File: src/rtl/i2c_slave_regs_pkg.sv
// I2C target shared definitions: bus constants,
// one-hot FSM state encoding and state bit indices.
package i2c_slave_regs_pkg;

  localparam int ADDR_W = 7;
  localparam int DATA_W = 8;
  localparam int RW_BIT = 0;

  localparam logic [ADDR_W-1:0] MPU6050_ADDR = 7'h68;

  localparam logic ACK  = 1'b0;
  localparam logic NACK = 1'b1;

  localparam int S_IDLE     = 0;
  localparam int S_ADDR     = 1;
  localparam int S_ADDR_ACK = 2;
  localparam int S_PTR      = 3;
  localparam int S_PTR_ACK  = 4;
  localparam int S_WR       = 5;
  localparam int S_WR_ACK   = 6;
  localparam int S_RD       = 7;
  localparam int S_RD_ACK   = 8;
  localparam int S_WAIT     = 9;

  typedef enum logic [9:0] {
    IDLE     = 10'b00_0000_0001,
    ADDR     = 10'b00_0000_0010,
    ADDR_ACK = 10'b00_0000_0100,
    PTR      = 10'b00_0000_1000,
    PTR_ACK  = 10'b00_0001_0000,
    WR       = 10'b00_0010_0000,
    WR_ACK   = 10'b00_0100_0000,
    RD       = 10'b00_1000_0000,
    RD_ACK   = 10'b01_0000_0000,
    WAIT     = 10'b10_0000_0000
  } st_t;

endpackage

File: src/rtl/i2c_slave_regs_if.sv
// Register-file access bus between the I2C target and
// the register array: master = I2C target, slave = regs.
interface i2c_slave_regs_if
  import i2c_slave_regs_pkg::*;
#(
  parameter int W = DATA_W
);

  logic [W-1:0] reg_addr;
  logic [W-1:0] reg_wdata;
  logic         reg_we;
  logic         reg_re;
  logic [W-1:0] reg_rdata;

  modport master (
    output reg_addr,
    output reg_wdata,
    output reg_we,
    output reg_re,
    input  reg_rdata
  );

  modport slave (
    input  reg_addr,
    input  reg_wdata,
    input  reg_we,
    input  reg_re,
    output reg_rdata
  );

endinterface

File: src/rtl/i2c_slave_regs_bus_sync.sv
// SCL/SDA synchronizers plus edge detect: SCL rise/fall,
// START/STOP pulses (one CLK each) and synced SDA level.
module i2c_bus_sync #(
  parameter int SYNC_SZ = 2
) (
  input  logic CLK,
  input  logic RST_n,
  input  logic I_SCL,
  input  logic I_SDA,
  output logic sda_s,
  output logic scl_rise,
  output logic scl_fall,
  output logic start,
  output logic stop
);

  logic [SYNC_SZ-1:0] scl_q;
  logic [SYNC_SZ-1:0] sda_q;
  logic               scl_p;
  logic               sda_p;
  logic               scl_s;

  // Idle bus is high, so reset to 1 to avoid a
  // false START/edge after reset release.
  always_ff @(posedge CLK or negedge RST_n) begin
    if (!RST_n) begin
      scl_q <= '1;
      sda_q <= '1;
      scl_p <= 1'b1;
      sda_p <= 1'b1;
    end else begin
      scl_q <= {scl_q[SYNC_SZ-2:0], I_SCL};
      sda_q <= {sda_q[SYNC_SZ-2:0], I_SDA};
      scl_p <= scl_s;
      sda_p <= sda_s;
    end
  end

  assign scl_s = scl_q[SYNC_SZ-1];
  assign sda_s = sda_q[SYNC_SZ-1];

  assign scl_rise = scl_s & ~scl_p;
  assign scl_fall = ~scl_s & scl_p;

  assign start = scl_s & scl_p & sda_p & ~sda_s;
  assign stop  = scl_s & scl_p & ~sda_p & sda_s;

endmodule

File: src/rtl/i2c_slave_regs.sv
// I2C target with register pointer: decodes address,
// pointer and data, drives ACK/read data open-drain.
module i2c_slave_regs
  import i2c_slave_regs_pkg::*;
#(
  parameter int ADDR_I2C_SZ = ADDR_W,
  parameter int DATA_I2C_SZ = DATA_W,
  parameter logic [ADDR_I2C_SZ-1:0] SLV_ADDR =
    MPU6050_ADDR,
  parameter int SYNC_SZ = 2
) (
  input  logic CLK,
  input  logic RST_n,
  input  logic I_SCL,
  input  logic I_SDA,
  output logic O_SDA_OE,
  output logic O_BUSY,
  output logic O_ERR,
  i2c_slave_regs_if.master rbus
);

  localparam int DW = DATA_I2C_SZ;
  localparam logic [3:0] LAST = 4'(DW - 1);
  localparam logic [3:0] FULL = 4'(DW);

  logic sda_s, scl_rise, scl_fall, start, stop;

  i2c_bus_sync #(
    .SYNC_SZ (SYNC_SZ)
  ) u_sync (
    .CLK      (CLK),
    .RST_n    (RST_n),
    .I_SCL    (I_SCL),
    .I_SDA    (I_SDA),
    .sda_s    (sda_s),
    .scl_rise (scl_rise),
    .scl_fall (scl_fall),
    .start    (start),
    .stop     (stop)
  );

  st_t          st, st_n;
  logic [3:0]   cnt, cnt_n;
  logic [DW-1:0] sh, sh_n;
  logic [DW-1:0] ptr, ptr_n;
  logic [DW-1:0] wd, wd_n;
  logic         we, we_n;
  logic         re, re_n;
  logic         busy, busy_n;
  logic         err, err_n;
  logic         oe, oe_n;
  logic         rw, rw_n;
  logic [DW-1:0] byte_in;
  logic [DW-1:0] rdata;
  logic         mid;

  assign rdata   = rbus.reg_rdata;
  assign byte_in = {sh[DW-2:0], sda_s};

  // A STOP or repeated START is itself preceded by one
  // SCL rise, so a byte is only "broken" once at least
  // one full bit before that rise has been clocked.
  assign mid = (st[S_PTR] | st[S_WR] | st[S_RD])
             & (cnt >= 4'd2);

  always_ff @(posedge CLK or negedge RST_n) begin
    if (!RST_n) begin
      st   <= IDLE;
      cnt  <= '0;
      sh   <= '0;
      ptr  <= '0;
      wd   <= '0;
      we   <= 1'b0;
      re   <= 1'b0;
      busy <= 1'b0;
      err  <= 1'b0;
      oe   <= 1'b0;
      rw   <= 1'b0;
    end else begin
      st   <= st_n;
      cnt  <= cnt_n;
      sh   <= sh_n;
      ptr  <= ptr_n;
      wd   <= wd_n;
      we   <= we_n;
      re   <= re_n;
      busy <= busy_n;
      err  <= err_n;
      oe   <= oe_n;
      rw   <= rw_n;
    end
  end

  always_comb begin
    st_n   = st;
    cnt_n  = cnt;
    sh_n   = sh;
    ptr_n  = ptr;
    wd_n   = wd;
    we_n   = 1'b0;
    re_n   = 1'b0;
    busy_n = busy;
    err_n  = err;
    oe_n   = oe;
    rw_n   = rw;

    // Pointer advances the CLK after a write strobe.
    if (we) ptr_n = ptr + 1'b1;

    if (start || stop) begin
      if (mid) err_n = 1'b1;
      cnt_n = '0;
      oe_n  = 1'b0;
      if (start) begin
        st_n = ADDR;
      end else begin
        st_n   = IDLE;
        busy_n = 1'b0;
      end
    end else begin
      unique case (1'b1)
        st[S_IDLE], st[S_WAIT]: begin
        end
        st[S_ADDR]: begin
          if (scl_rise) begin
            sh_n  = byte_in;
            cnt_n = cnt + 4'd1;
            if (cnt == LAST) begin
              if (byte_in[DW-1:1] == SLV_ADDR) begin
                st_n   = ADDR_ACK;
                busy_n = 1'b1;
                err_n  = 1'b0;
                rw_n   = byte_in[RW_BIT];
              end else begin
                st_n   = WAIT;
                busy_n = 1'b0;
              end
            end
          end
        end
        st[S_ADDR_ACK]: begin
          // First fall drives ACK, second ends slot.
          if (scl_fall) begin
            if (!oe) begin
              oe_n = 1'b1;
            end else begin
              cnt_n = '0;
              if (rw) begin
                sh_n = rdata;
                re_n = 1'b1;
                oe_n = ~rdata[DW-1];
                st_n = RD;
              end else begin
                oe_n = 1'b0;
                st_n = PTR;
              end
            end
          end
        end
        st[S_PTR]: begin
          if (scl_rise) begin
            sh_n  = byte_in;
            cnt_n = cnt + 4'd1;
            if (cnt == LAST) begin
              ptr_n = byte_in;
              st_n  = PTR_ACK;
            end
          end
        end
        st[S_PTR_ACK]: begin
          if (scl_fall) begin
            if (!oe) begin
              oe_n = 1'b1;
            end else begin
              oe_n  = 1'b0;
              cnt_n = '0;
              st_n  = WR;
            end
          end
        end
        st[S_WR]: begin
          if (scl_rise) begin
            sh_n  = byte_in;
            cnt_n = cnt + 4'd1;
            if (cnt == LAST) begin
              wd_n = byte_in;
              st_n = WR_ACK;
            end
          end
        end
        st[S_WR_ACK]: begin
          // Only the 9th rise happens in this state.
          if (scl_rise) we_n = 1'b1;
          if (scl_fall) begin
            if (!oe) begin
              oe_n = 1'b1;
            end else begin
              oe_n  = 1'b0;
              cnt_n = '0;
              st_n  = WR;
            end
          end
        end
        st[S_RD]: begin
          if (scl_rise) cnt_n = cnt + 4'd1;
          if (scl_fall) begin
            if (cnt == FULL) begin
              oe_n = 1'b0;
              st_n = RD_ACK;
            end else begin
              sh_n = {sh[DW-2:0], 1'b0};
              oe_n = ~sh[DW-2];
            end
          end
        end
        st[S_RD_ACK]: begin
          if (scl_rise) begin
            if (sda_s == ACK) ptr_n = ptr + 1'b1;
            else              st_n  = WAIT;
          end
          if (scl_fall) begin
            sh_n  = rdata;
            re_n  = 1'b1;
            oe_n  = ~rdata[DW-1];
            cnt_n = '0;
            st_n  = RD;
          end
        end
        default: st_n = IDLE;
      endcase
    end
  end

  assign O_SDA_OE       = oe;
  assign O_BUSY         = busy;
  assign O_ERR          = err;
  assign rbus.reg_addr  = ptr;
  assign rbus.reg_wdata = wd;
  assign rbus.reg_we    = we;
  assign rbus.reg_re    = re;

endmodule

File: src/flat_wrapper.sv
// flat-port wrapper written by rule: the top's interface ports become plain ports
module i2c_slave_regs_flat import i2c_slave_regs_pkg::*;
#(
  parameter int ADDR_I2C_SZ = ADDR_W,
  parameter int DATA_I2C_SZ = DATA_W,
  parameter logic [ADDR_I2C_SZ-1:0] SLV_ADDR =
    MPU6050_ADDR,
  parameter int SYNC_SZ = 2
)
  (CLK, RST_n, I_SCL, I_SDA, O_SDA_OE, O_BUSY, O_ERR, rbus_reg_addr, rbus_reg_wdata, rbus_reg_we, rbus_reg_re, rbus_reg_rdata);
  i2c_slave_regs_if rbus_i ();
  input  logic CLK;
  input  logic RST_n;
  input  logic I_SCL;
  input  logic I_SDA;
  output logic O_SDA_OE;
  output logic O_BUSY;
  output logic O_ERR;
  output wire logic [$bits(rbus_i.reg_addr)-1:0] rbus_reg_addr;
  output wire logic [$bits(rbus_i.reg_wdata)-1:0] rbus_reg_wdata;
  output wire logic [$bits(rbus_i.reg_we)-1:0] rbus_reg_we;
  output wire logic [$bits(rbus_i.reg_re)-1:0] rbus_reg_re;
  input wire logic [$bits(rbus_i.reg_rdata)-1:0] rbus_reg_rdata;
  assign rbus_reg_addr = rbus_i.reg_addr;
  assign rbus_reg_wdata = rbus_i.reg_wdata;
  assign rbus_reg_we = rbus_i.reg_we;
  assign rbus_reg_re = rbus_i.reg_re;
  assign rbus_i.reg_rdata = rbus_reg_rdata;
  i2c_slave_regs #(.ADDR_I2C_SZ(ADDR_I2C_SZ), .DATA_I2C_SZ(DATA_I2C_SZ), .SLV_ADDR(SLV_ADDR), .SYNC_SZ(SYNC_SZ)) u_core (.CLK(CLK), .RST_n(RST_n), .I_SCL(I_SCL), .I_SDA(I_SDA), .O_SDA_OE(O_SDA_OE), .O_BUSY(O_BUSY), .O_ERR(O_ERR), .rbus(rbus_i));
endmodule
File: config.mk
export PLATFORM = sky130hd
export DESIGN_NAME = i2c_slave_regs_flat
export DESIGN_NICKNAME = d
export VERILOG_FILES = /design/src/rtl/i2c_slave_regs_pkg.sv /design/src/rtl/i2c_slave_regs_if.sv /design/src/rtl/i2c_slave_regs_bus_sync.sv /design/src/rtl/i2c_slave_regs.sv /design/src/flat_wrapper.sv
export SDC_FILE = /design/constraint.sdc
export NUM_CORES = 1
export LEC_CHECK = 0
export ABC_AREA = 1
export BUFFER_PORTS_ARGS = -buffer_cell sky130_fd_sc_hd__clkbuf_2
export CORE_MARGIN = 10
export CORE_UTILIZATION = 57
export DETAILED_ROUTE_END_ITERATION = 10
export PLACE_DENSITY = 0.85
export SLEW_MARGIN = 25
export SYNTH_ARGS = -nofsm -noshare
export SYNTH_HDL_FRONTEND = slang
export SYNTH_SLANG_ARGS = --single-unit
export TNS_END_PERCENT = 50
File: constraint.sdc
create_clock -name CLK -period 2.3 [get_ports CLK]
set_clock_uncertainty 0.2 [all_clocks]
set_input_delay 0.115 -clock CLK [delete_from_list [all_inputs] [get_ports CLK]]
set_output_delay 0.115 -clock CLK [all_outputs]
set_load 0.005 [all_outputs]
==> metrics, run 1 <==
Global Route Usage Sum=approximately 18%; wire length of the first global-routing pass=about 11,000 um; primary flip-flop cell chosen by synthesis mapping=dfrtp_1; relative max-transition margin=60.7%; clock transition time at the flip-flop clock pins of the worst setup and hold paths=approximately 0.1 ns; cell type with the highest occurrence count on the critical path=nand2_2; depth of the worst register-to-register path=7; number of sinks driven by the clock tree=47; Critical Path Start Type=flop; DRC=0; start of the worst register-to-register path=u_core.u_sync.scl_p; kind of end point of the critical path=flop; TritonCTS Buffers=5; worst vdd rail ir drop=between 0.5 and 0.6 mV; per-cell routed wire length=15.8 um; most common cell after layout, fill and taps aside=nand2_1; worst hold path endpoint=u_core.O_SDA_OE; number of warnings reported in the yosys synthesis log=0; violated checks=hold timing; clk_lat worst skew=around 0.31 ns; die outline height=between 80 and 90 um; transition time of the tightest slew-check pin=between 0.5 and 0.6 ns; min Tclk post-route=about 2.2 ns; required time at the endpoint of the critical path=2.32 ns; CTS HTree Levels=2; number of DRC markers in iteration 0=~210; maximum number of pins on one net before global-route repair=between 40 and 50; Critical Path Slowest Stage Cell=dfstp_2; DIE WIDTH=approximately 88 um; via count of the first global-routing pass=approximately 2,500; Reg2Reg Capture Point=u_core.sh[1]; longest individual stage delay on the worst path=between 0.5 and 0.6 ns; number of antenna violations at the first check in global routing=1; Vias=about 2,500; Final Setup Violations=0; worst hold path class=input pin to flop; number of input and output port buffers inserted=32; worst-path cell chain=ha_1 -> nand2_2 -> nand2_1 -> nand3b_1 -> a21oi_2 -> nand2_2 -> o21ai_0; startpoint of the worst hold path=rbus_reg_rdata[7]; remaining antenna violation count after routing=0; area delta synth->final=15.9%; Clock Tree Root=clkbuf_8; register area share after synthesis=44.8%; final worst hold slack=-0.00114 ns; R2R setup slack=0.08 ns; maximum clock path buffer count=2; EDFF count, synth=0; Post-synth ARST share=100%; total of max-cap violations=0; Starting Density=between 50 and 60%; die footprint=between 7000 and 8000 um2; estimated wirelength of the detail-placed design=4850 um; crit path DAT=2.24 ns; number of instances on the worst hold path=6; detailed-router iteration count before antenna repair=6; clock tree from TritonCTS=yes; # rows=24; f_max=about 450 MHz; total negative slack for setup checks=0 ns; final-stage net count=a little under 400; outcome=complete, but fails checks; share of the clock period used by the worst path=96.5%; fraction of layout instances using a drive strength above 1=19.6%; final wirelength=between 6000 and 7000 um; # IOs=33; cell area after synthesis=approximately 2600 um2; net count after synthesis=about 350; Critical Path Source=u_core.u_sync.scl_p; worst-path fanout max=13; final number of max-transition violations=0; Gate Count Post-Synth=330; setup repair after global routing missed its margin=no; syn_area_per_cell=8.00 um2; final core utilization=a little under 70%; Netlist cell types=40; overflow left after global routing=0; placeable core region=4410 um2; highest-count cells in the layout ignoring fill and taps=81 x nand2_1, 42 x inv_1, 41 x dfrtp_1, 32 x clkbuf_2; leak pwr=about 0.0015 uW; number of synthesized register bits=47; Setup Fix Bufs, Post-CTS=0; hold violation count in the final report=1; category of the critical setup timing path=flop to flop; power density normalized to cell area=around 630 nW/um2; global placement routability congestion=between 0.8 and 0.9; average via count per standard cell=roughly 5.8
[critical path: cells and delay by family, from the launching register on]
kind            cells  cell delay (ns)
compound gates      2             0.43
simple gates        4             0.57
flops               1             0.56
fa+ha+maj           1             0.37
[how the worst max path moves through the flow]
| stage | depth (start not counted) | to |
|---|---|---|
| 2_1_floorplan | 9 | u_core.sh[2] |
| 3_3_place_gp | 8 | u_core.cnt[1] |
| 3_5_place_dp | 8 | u_core.cnt[3] |
| 4_1_cts | 6 | u_core.rbus.reg_wdata[1] |
| 5_1_grt | 6 | u_core.rbus.reg_wdata[1] |
| 6_report | 7 | u_core.sh[1] |
[flip-flops by register name (all words and copies together) (netlist names)]
name                   flops
u_core.O_BUSY              1
u_core.O_ERR               1
u_core.O_SDA_OE            1
u_core.cnt                 4
u_core.rbus.reg_addr       8
u_core.rbus.reg_re         1
u_core.rbus.reg_wdata      8
u_core.rbus.reg_we         1
u_core.rw                  1
u_core.sh                  7
u_core.st                  8
u_core.u_sync.scl_p        1
u_core.u_sync.scl_q        2
u_core.u_sync.sda_p        1
u_core.u_sync.sda_q        2
[cell usage after synthesis, drive strengths merged (3+ instances only)]
| cell | count | share of area, % |
|---|---|---|
| a32oi | 3 | 1.0 |
| nor2 | 30 | 5.4 |
| a21oi | 8 | 1.7 |
| inv | 45 | 6.4 |
| ha | 7 | 3.3 |
| nand3 | 30 | 6.4 |
| dfrtp | 41 | 39 |
| o21ai | 37 | 7.6 |
| xor2 | 3 | 1.0 |
| nor3 | 6 | 1.6 |
| nand4 | 5 | 1.2 |
| buf | 6 | 1.7 |
| dfstp | 6 | 6.0 |
| nand2 | 85 | 13 |
[power by group]
group	switching, uW	leakage, uW	internal (uW)
Sequential	101	0.000617	910
Clock	325	0.0000511	230
Combinational	229	0.000851	123
Total	655	0.00152	1260
[routing by layer]
metal  up-vias  GRT usage, %  part of all wire (%)
met3        20          4.74                   8.2
met2       121          31.2                    50
met5         -             0                     0
met1      1174          20.7                    40
met4         0          8.27                   2.4
li1       1178             -                     -
[cells by family after synthesis]
| family | Yosys count | share of synthesized area, % |
|---|---|---|
| muxes | 4 | 1.61 |
| AOI/OAI and AO/OA | 60 | 13.6 |
| xor gates and xnor gates | 3 | 0.995 |
| and+or+nand+nor | 157 | 27.4 |
| buffers and inverters | 52 | 8.20 |
| DFF | 47 | 44.8 |
| adders and majority gates | 7 | 3.32 |
[through the flow]
step	hold WS, ns	total power, uW	setup slack (ns)	instances	area (um2)
detailed placement	0.00707	1340	0.165	412	2860
global placement	0.00399	1330	0.179	412	2860
floorplan	-0.381	1230	0.468	330	2640
CTS	0.00198	1900	0.121	430	3050
finish	-0.00114	1920	0.0812	431	3060
global route	0.0679	2000	0.0122	431	3060
[area by class of cell]
type                    instances  area [um2]
flip-flops and latches         47        1180
inverters                      45         169
diodes                          1        2.50
clock buffers                   5        68.8
multi-input cells             231        1240
repair buffers                 47         298
well taps                      52        65.1
fillers                       346        1350
clock inverters                 3        28.8
[timing repair]
item / in CTS / in global routing
setup endpoints to repair: 0 / 5
hold endpoints to repair: 50 / 0
gates resized for setup: 0 / 2
hold buffers: 10 / 0
(Power assumes the default switching activity.)
==> run 2: changes to the inputs <==
Settings changed: CORE_MARGIN 10 to 2.
==> run 2 against run 1 <==
The flow now finishes without violations. Global-route usage rose by 9.6 points. Hold slack improved by 0.029 ns. Sequential cell count is the same. Combinational power down 2%. Clock power rose by 10%. Core utilization is 0.28 points higher. Sequential power is essentially flat. Via count fell by 1.2%. Clock-buffer cell count unchanged. Design area up 0.41%. Wire length decreased by 2.0%. Die area down 33%. Critical endpoint is now u_core.rbus.reg_addr[4]. Highest routed layer unchanged.
==> metrics, run 2 (synthesis results as in run 1) <==
Critical Path Start Type=flop (unchanged); crit path DAT=2.19 ns (was 2.24 ns); number of sinks driven by the clock tree=47 (unchanged); number of DRC markers in iteration 0=211 (was 213); fraction of layout instances using a drive strength above 1=19.6% (unchanged); Global Route Usage Sum=27.8% (was 18.2%); via count of the first global-routing pass=2,301 (was 2,507); kind of end point of the critical path=flop (unchanged); clk_lat worst skew=0.30 ns (was 0.31 ns); maximum number of pins on one net before global-route repair=26 (was 48); final number of max-transition violations=0 (unchanged); worst hold path class=input pin to flop (unchanged); Critical Path Source=u_core.u_sync.scl_q[1] (was u_core.u_sync.scl_p); transition time of the tightest slew-check pin=0.619 ns (was 0.589 ns); leak pwr=0.00152 uW (about the same); clock tree from TritonCTS=yes (unchanged); worst vdd rail ir drop=0.550 mV (was 0.556 mV); Clock Tree Root=clkbuf_8 (unchanged); # IOs=33 (unchanged); per-cell routed wire length=15.5 um (was 15.8 um); global placement routability congestion=0.940 (was 0.890); startpoint of the worst hold path=rbus_reg_rdata[7] (unchanged); worst-path cell chain=ha_1 -> inv_1 -> nor2_1 -> nand2_1 -> o21ai_1 -> nand3_1 -> nand2_1 (was ha_1 -> nand2_2 -> nand2_1 -> nand3b_1 -> a21oi_2 -> nand2_2 -> o21ai_0); maximum clock path buffer count=2 (unchanged); setup repair after global routing missed its margin=no (unchanged); Non-Filler Instances=430 (was 431); remaining antenna violation count after routing=0 (unchanged); number of input and output port buffers inserted=32 (unchanged); CTS HTree Levels=2 (unchanged); final-stage net count=396 (unchanged); placeable core region=4410 um2 (unchanged); estimated wirelength of the detail-placed design=4900 um (was 4850 um); relative max-transition margin=58.8% (was 60.7%); hold violation count in the final report=0 (was 1); Critical Path Slowest Stage Cell=dfstp_2 (unchanged); start of the worst register-to-register path=u_core.u_sync.scl_q[1] (was u_core.u_sync.scl_p); overflow left after global routing=0 (unchanged); required time at the endpoint of the critical path=2.35 ns (was 2.32 ns); category of the critical setup timing path=flop to flop (unchanged); sum of buffers and inverters on the critical path=1 (was 0); share of the clock period used by the worst path=93.2% (was 96.5%); final wirelength=6660 um (was 6790 um); kind of cell adding the most delay to the critical path=simple AND/OR/NAND/NOR gates (unchanged); die footprint=5190 um2 (was 7750 um2); cell count after placement=412 (unchanged); power density normalized to cell area=637 nW/um2 (was 627 nW/um2); average via count per standard cell=5.73 (was 5.78); longest individual stage delay on the worst path=0.57 ns (was 0.56 ns); detailed-router iteration count before antenna repair=5 (was 6); # rows=24 (unchanged); Vias=2,463 (was 2,493); total negative slack for setup checks=0 ns (unchanged); area delta synth->final=16.4% (was 15.9%); f_max=466 MHz (was 451 MHz); outcome=finished clean (was complete, but fails checks); min Tclk post-route=2.14 ns (was 2.22 ns); wire length of the first global-routing pass=11,000 um (was 11,400 um); worst-path fanout max=6 (was 13); DIE WIDTH=72.1 um (was 88.1 um); total of max-cap violations=0 (unchanged); number of antenna violations at the first check in global routing=0 (was 1); TritonCTS Buffers=5 (unchanged); number of diodes=0 (was 1); DRC=0 (unchanged); Starting Density=59.8% (unchanged); die outline height=72.1 um (was 88.1 um); Final Setup Violations=0 (unchanged); clock transition time at the flip-flop clock pins of the worst setup and hold paths=0.09 ns (was 0.10 ns); most common cell after layout, fill and taps aside=nand2_1 (unchanged); cell type with the highest occurrence count on the critical path=nand2_1 (was nand2_2); highest-count cells in the layout ignoring fill and taps=81 x nand2_1, 42 x inv_1, 41 x dfrtp_1, 32 x clkbuf_2 (unchanged)
-- run 2: power breakdown --
part	internal, uW	switching [uW]	total, uW	leakage, uW
Combinational	123	222	345	0.000849
Clock	324	288	612	0.0000581
Sequential	910	92.2	1000	0.000617
Total	1360	602	1960	0.00152
-- run 2: per-stage QoR --
stage | area [um2] | utilization, % | power, uW | hold WS (ns) | worst slack (ns)
after floorplan | 2640 | - | 1230 | -0.381 | 0.468
after global placement | 2860 | 64.7 | 1330 | -0.0417 | 0.143
after detailed placement | 2860 | 64.7 | 1340 | -0.0418 | 0.150
after CTS | 3070 | 69.5 | 1950 | 0.0278 | 0.130
after global routing | 3070 | 69.6 | 2050 | 0.0539 | 0.0483
final | 3070 | 69.6 | 1960 | 0.0278 | 0.156
-- run 2: repair_timing --
| action | 4_1_cts | 5_1_grt |
|---|---|---|
| setup endpoints to repair | 0 | 5 |
| hold endpoints to repair | 32 | 0 |
| buffers inserted | 0 | 0 |
| hold buffers | 10 | 0 |
| gates resized for setup | 0 | 2 |
-- run 2: path summary, 6_finish.rpt --
check	to	slack, ns	depth (start not counted)
worst max-delay path	u_core.rbus.reg_addr[4]	0.16	7
worst min-delay path	u_core.O_SDA_OE	0.03	6
worst max register to register	u_core.rbus.reg_addr[4]	0.16	7
worst min register to register	u_core.u_sync.scl_q[1]	0.16	0
max in group asynchronous	u_core.u_sync.sda_q[0]	1.07	3
min in group asynchronous	u_core.sh[4]	0.14	2
-- run 2: final cells by class --
type,instances,area [um2]
clock buffers,5,68.8
fillers,362,1340
flip-flops and latches,47,1180
well taps,52,65.1
clock inverters,3,43.8
inverters,45,169
repair buffers,47,298
multi-input cells,231,1240
-- run 2: per-layer routing --
layer	up-vias	global-route usage, %	wire length [um]	share of wire, %
li1	1168	-	-	-
met1	1183	37.8	2920	44
met2	97	45.7	3240	49
met3	15	4.72	375	5.6
met4	0	9.22	127	1.9
met5	-	0	0	0
-- run 2: worst reg2reg max path, stage by stage, from the launching register on --
cell     delay, ns
dfstp_2       0.57
ha_1          0.33
inv_1         0.13
nor2_1        0.22
nand2_1       0.19
o21ai_1       0.27
nand3_1       0.12
nand2_1       0.08
==> run 3: changes to the inputs <==
Settings changed: CORE_UTILIZATION 57 to 45, PLACE_DENSITY 0.85 to 0.7.
==> run 3 against run 2 <==
Combinational power is essentially flat. Core utilization shrank 14 points. Clock power fell by 7.2%. Highest routed layer unchanged.
==> metrics, run 3 (synthesis results as in run 1) <==
outcome=finished clean (unchanged); Starting Density=47.4% (was 59.8%); relative max-transition margin=48.6% (was 58.8%); number of diodes=0 (unchanged); power density normalized to cell area=624 nW/um2 (was 637 nW/um2); f_max=475 MHz (was 466 MHz); switching power total=658 uW (was 602 uW); share of the clock period used by the worst path=91.5% (was 93.2%); remaining antenna violation count after routing=0 (unchanged); clock tree from TritonCTS=yes (unchanged); estimated wirelength of the detail-placed design=4790 um (was 4900 um); Clock Tree Root=clkbuf_8 (unchanged); clk_lat worst skew=0.32 ns (was 0.30 ns); overflow left after global routing=0 (unchanged); highest-count cells in the layout ignoring fill and taps=81 x nand2_1, 42 x inv_1, 41 x dfrtp_1, 32 x clkbuf_2, 28 x nand3_1 (was 81 x nand2_1, 42 x inv_1, 41 x dfrtp_1, 32 x clkbuf_2); placeable core region=5570 um2 (was 4410 um2); fraction of layout instances using a drive strength above 1=18.8% (was 19.6%); hold violation count in the final report=0 (unchanged); wire length of the first global-routing pass=10,600 um (was 11,000 um); transition time of the tightest slew-check pin=0.771 ns (was 0.619 ns); part of the power in the clock network=29.6% (was 31.2%); total negative slack for setup checks=0 ns (unchanged); Non-Filler Instances=449 (was 430); worst-path fanout max=13 (was 6); CTS HTree Levels=2 (unchanged); die outline height=80.6 um (was 72.1 um); worst hold path class=flop to flop (was input pin to flop); maximum clock path buffer count=2 (unchanged); min Tclk post-route=2.10 ns (was 2.14 ns); category of the critical setup timing path=flop to flop (unchanged); fin worst setup slack=0.196 ns (was 0.156 ns); clock transition time at the flip-flop clock pins of the worst setup and hold paths=0.10 ns (was 0.09 ns); leak pwr=0.00151 uW (was 0.00152 uW); global placement routability congestion=0.904 (was 0.940); Final Setup Violations=0 (unchanged); final number of max-transition violations=0 (unchanged); number of DRC markers in iteration 0=167 (was 211); combinational cell fraction of total power=18.0% (was 17.6%); pre-CTS WS=0.108 ns (was 0.150 ns); per-cell routed wire length=14.4 um (was 15.5 um); Vias=2,364 (was 2,463); die footprint=6500 um2 (was 5190 um2); final worst hold slack=0.164 ns (was 0.0278 ns); sequential group share of total power=52.5% (was 51.2%); most common cell after layout, fill and taps aside=nand2_1 (unchanged); setup repair after global routing missed its margin=no (unchanged); # IOs=33 (unchanged); kind of end point of the critical path=flop (unchanged); TritonCTS Buffers=5 (unchanged); Storage cell area=1180 um2 (unchanged); DRC=0 (unchanged); required time at the endpoint of the critical path=2.31 ns (was 2.35 ns); crit path DAT=2.11 ns (was 2.19 ns); via count of the first global-routing pass=2,245 (was 2,301); Net Sw Frac=34.2% (was 30.7%); maximum number of pins on one net before global-route repair=33 (was 26); FILL cells=543 (was 362); number of input and output port buffers inserted=32 (unchanged); Critical Path Start Type=flop (unchanged); final-stage net count=395 (was 396); area delta synth->final=16.5% (was 16.4%); # rows=27 (was 24); detailed-router iteration count before antenna repair=5 (unchanged); number of antenna violations at the first check in global routing=0 (unchanged); average via count per standard cell=5.27 (was 5.73); Global Route Usage Sum=21.4% (was 27.8%); DIE WIDTH=80.6 um (was 72.1 um); cell count after placement=430 (was 412); total of max-cap violations=0 (unchanged); worst vdd rail ir drop=0.436 mV (was 0.550 mV); area of the multi-input gates=1240 um2 (about the same); final wirelength=6460 um (was 6660 um); Pint=1260 uW (was 1360 uW); number of sinks driven by the clock tree=47 (unchanged)
## run 3: worst max-delay path, cell delays in order (launching register included)
cell,delay (ns)
dfstp_2,0.57
ha_2,0.28
nand2_2,0.13
nand2_1,0.12
nand3b_1,0.11
a21oi_2,0.18
nand2_2,0.21
nand2_1,0.13
o21ai_2,0.06
## run 3: power by group through the flow
stage          Combinational, uW  Clock, uW  Sequential, uW
3_3_place_gp                 321          0            1010
5_1_grt                      386        623            1020
6_report                     345        568            1010
4_1_cts                      346        582            1000
3_5_place_dp                 330          0            1020
2_1_floorplan                243          0             982
## run 3: what timing repair did
action                     4_1_cts  5_1_grt
setup buffers                    0        0
hold endpoints to repair        35        0
hold buffers                    11        0
setup endpoints to repair        0       11
gates resized for setup          0        2
## run 3: through the flow
stage / power, uW / utilization (%) / instance area (um2)
3_3_place_gp: 1340 / 51.4 / 2870
6_report: 1920 / 55.2 / 3080
5_1_grt: 2030 / 55.2 / 3080
2_1_floorplan: 1230 / - / 2640
3_5_place_dp: 1350 / 51.4 / 2870
4_1_cts: 1930 / 55.1 / 3070
## run 3: layout make-up
type | count | share of cell area, %
multi-input cells | 231 | 40.4
flip-flops and latches | 47 | 38.5
repair buffers | 46 | 9.52
inverters | 45 | 5.49
well taps | 72 | 2.93
clock buffers | 5 | 2.24
clock inverters | 3 | 0.936
## run 3: final timing paths
kind	start	endpoint	slack (ns)	depth (start not counted)
setup reg to reg	u_core.u_sync.scl_p	u_core.sh[5]	0.20	8
min in group asynchronous	RST_n	u_core.rbus.reg_wdata[6]	0.20	2
hold reg to reg	u_core.u_sync.scl_q[0]	u_core.u_sync.scl_q[1]	0.16	0
setup / recovery	u_core.u_sync.scl_p	u_core.sh[5]	0.20	8
max in group asynchronous	RST_n	u_core.rbus.reg_we	0.98	3
hold / removal	u_core.u_sync.scl_q[0]	u_core.u_sync.scl_q[1]	0.16	0
## run 3: per-layer routing
| layer | vias up | share of wire (%) | track usage, % |
|---|---|---|---|
| li1 | 1171 | - | - |
| met1 | 1114 | 45 | 26.8 |
| met2 | 69 | 48 | 36.3 |
| met3 | 10 | 5.4 | 5.06 |
| met4 | 0 | 1.7 | 7.12 |
| met5 | - | 0 | 0 |
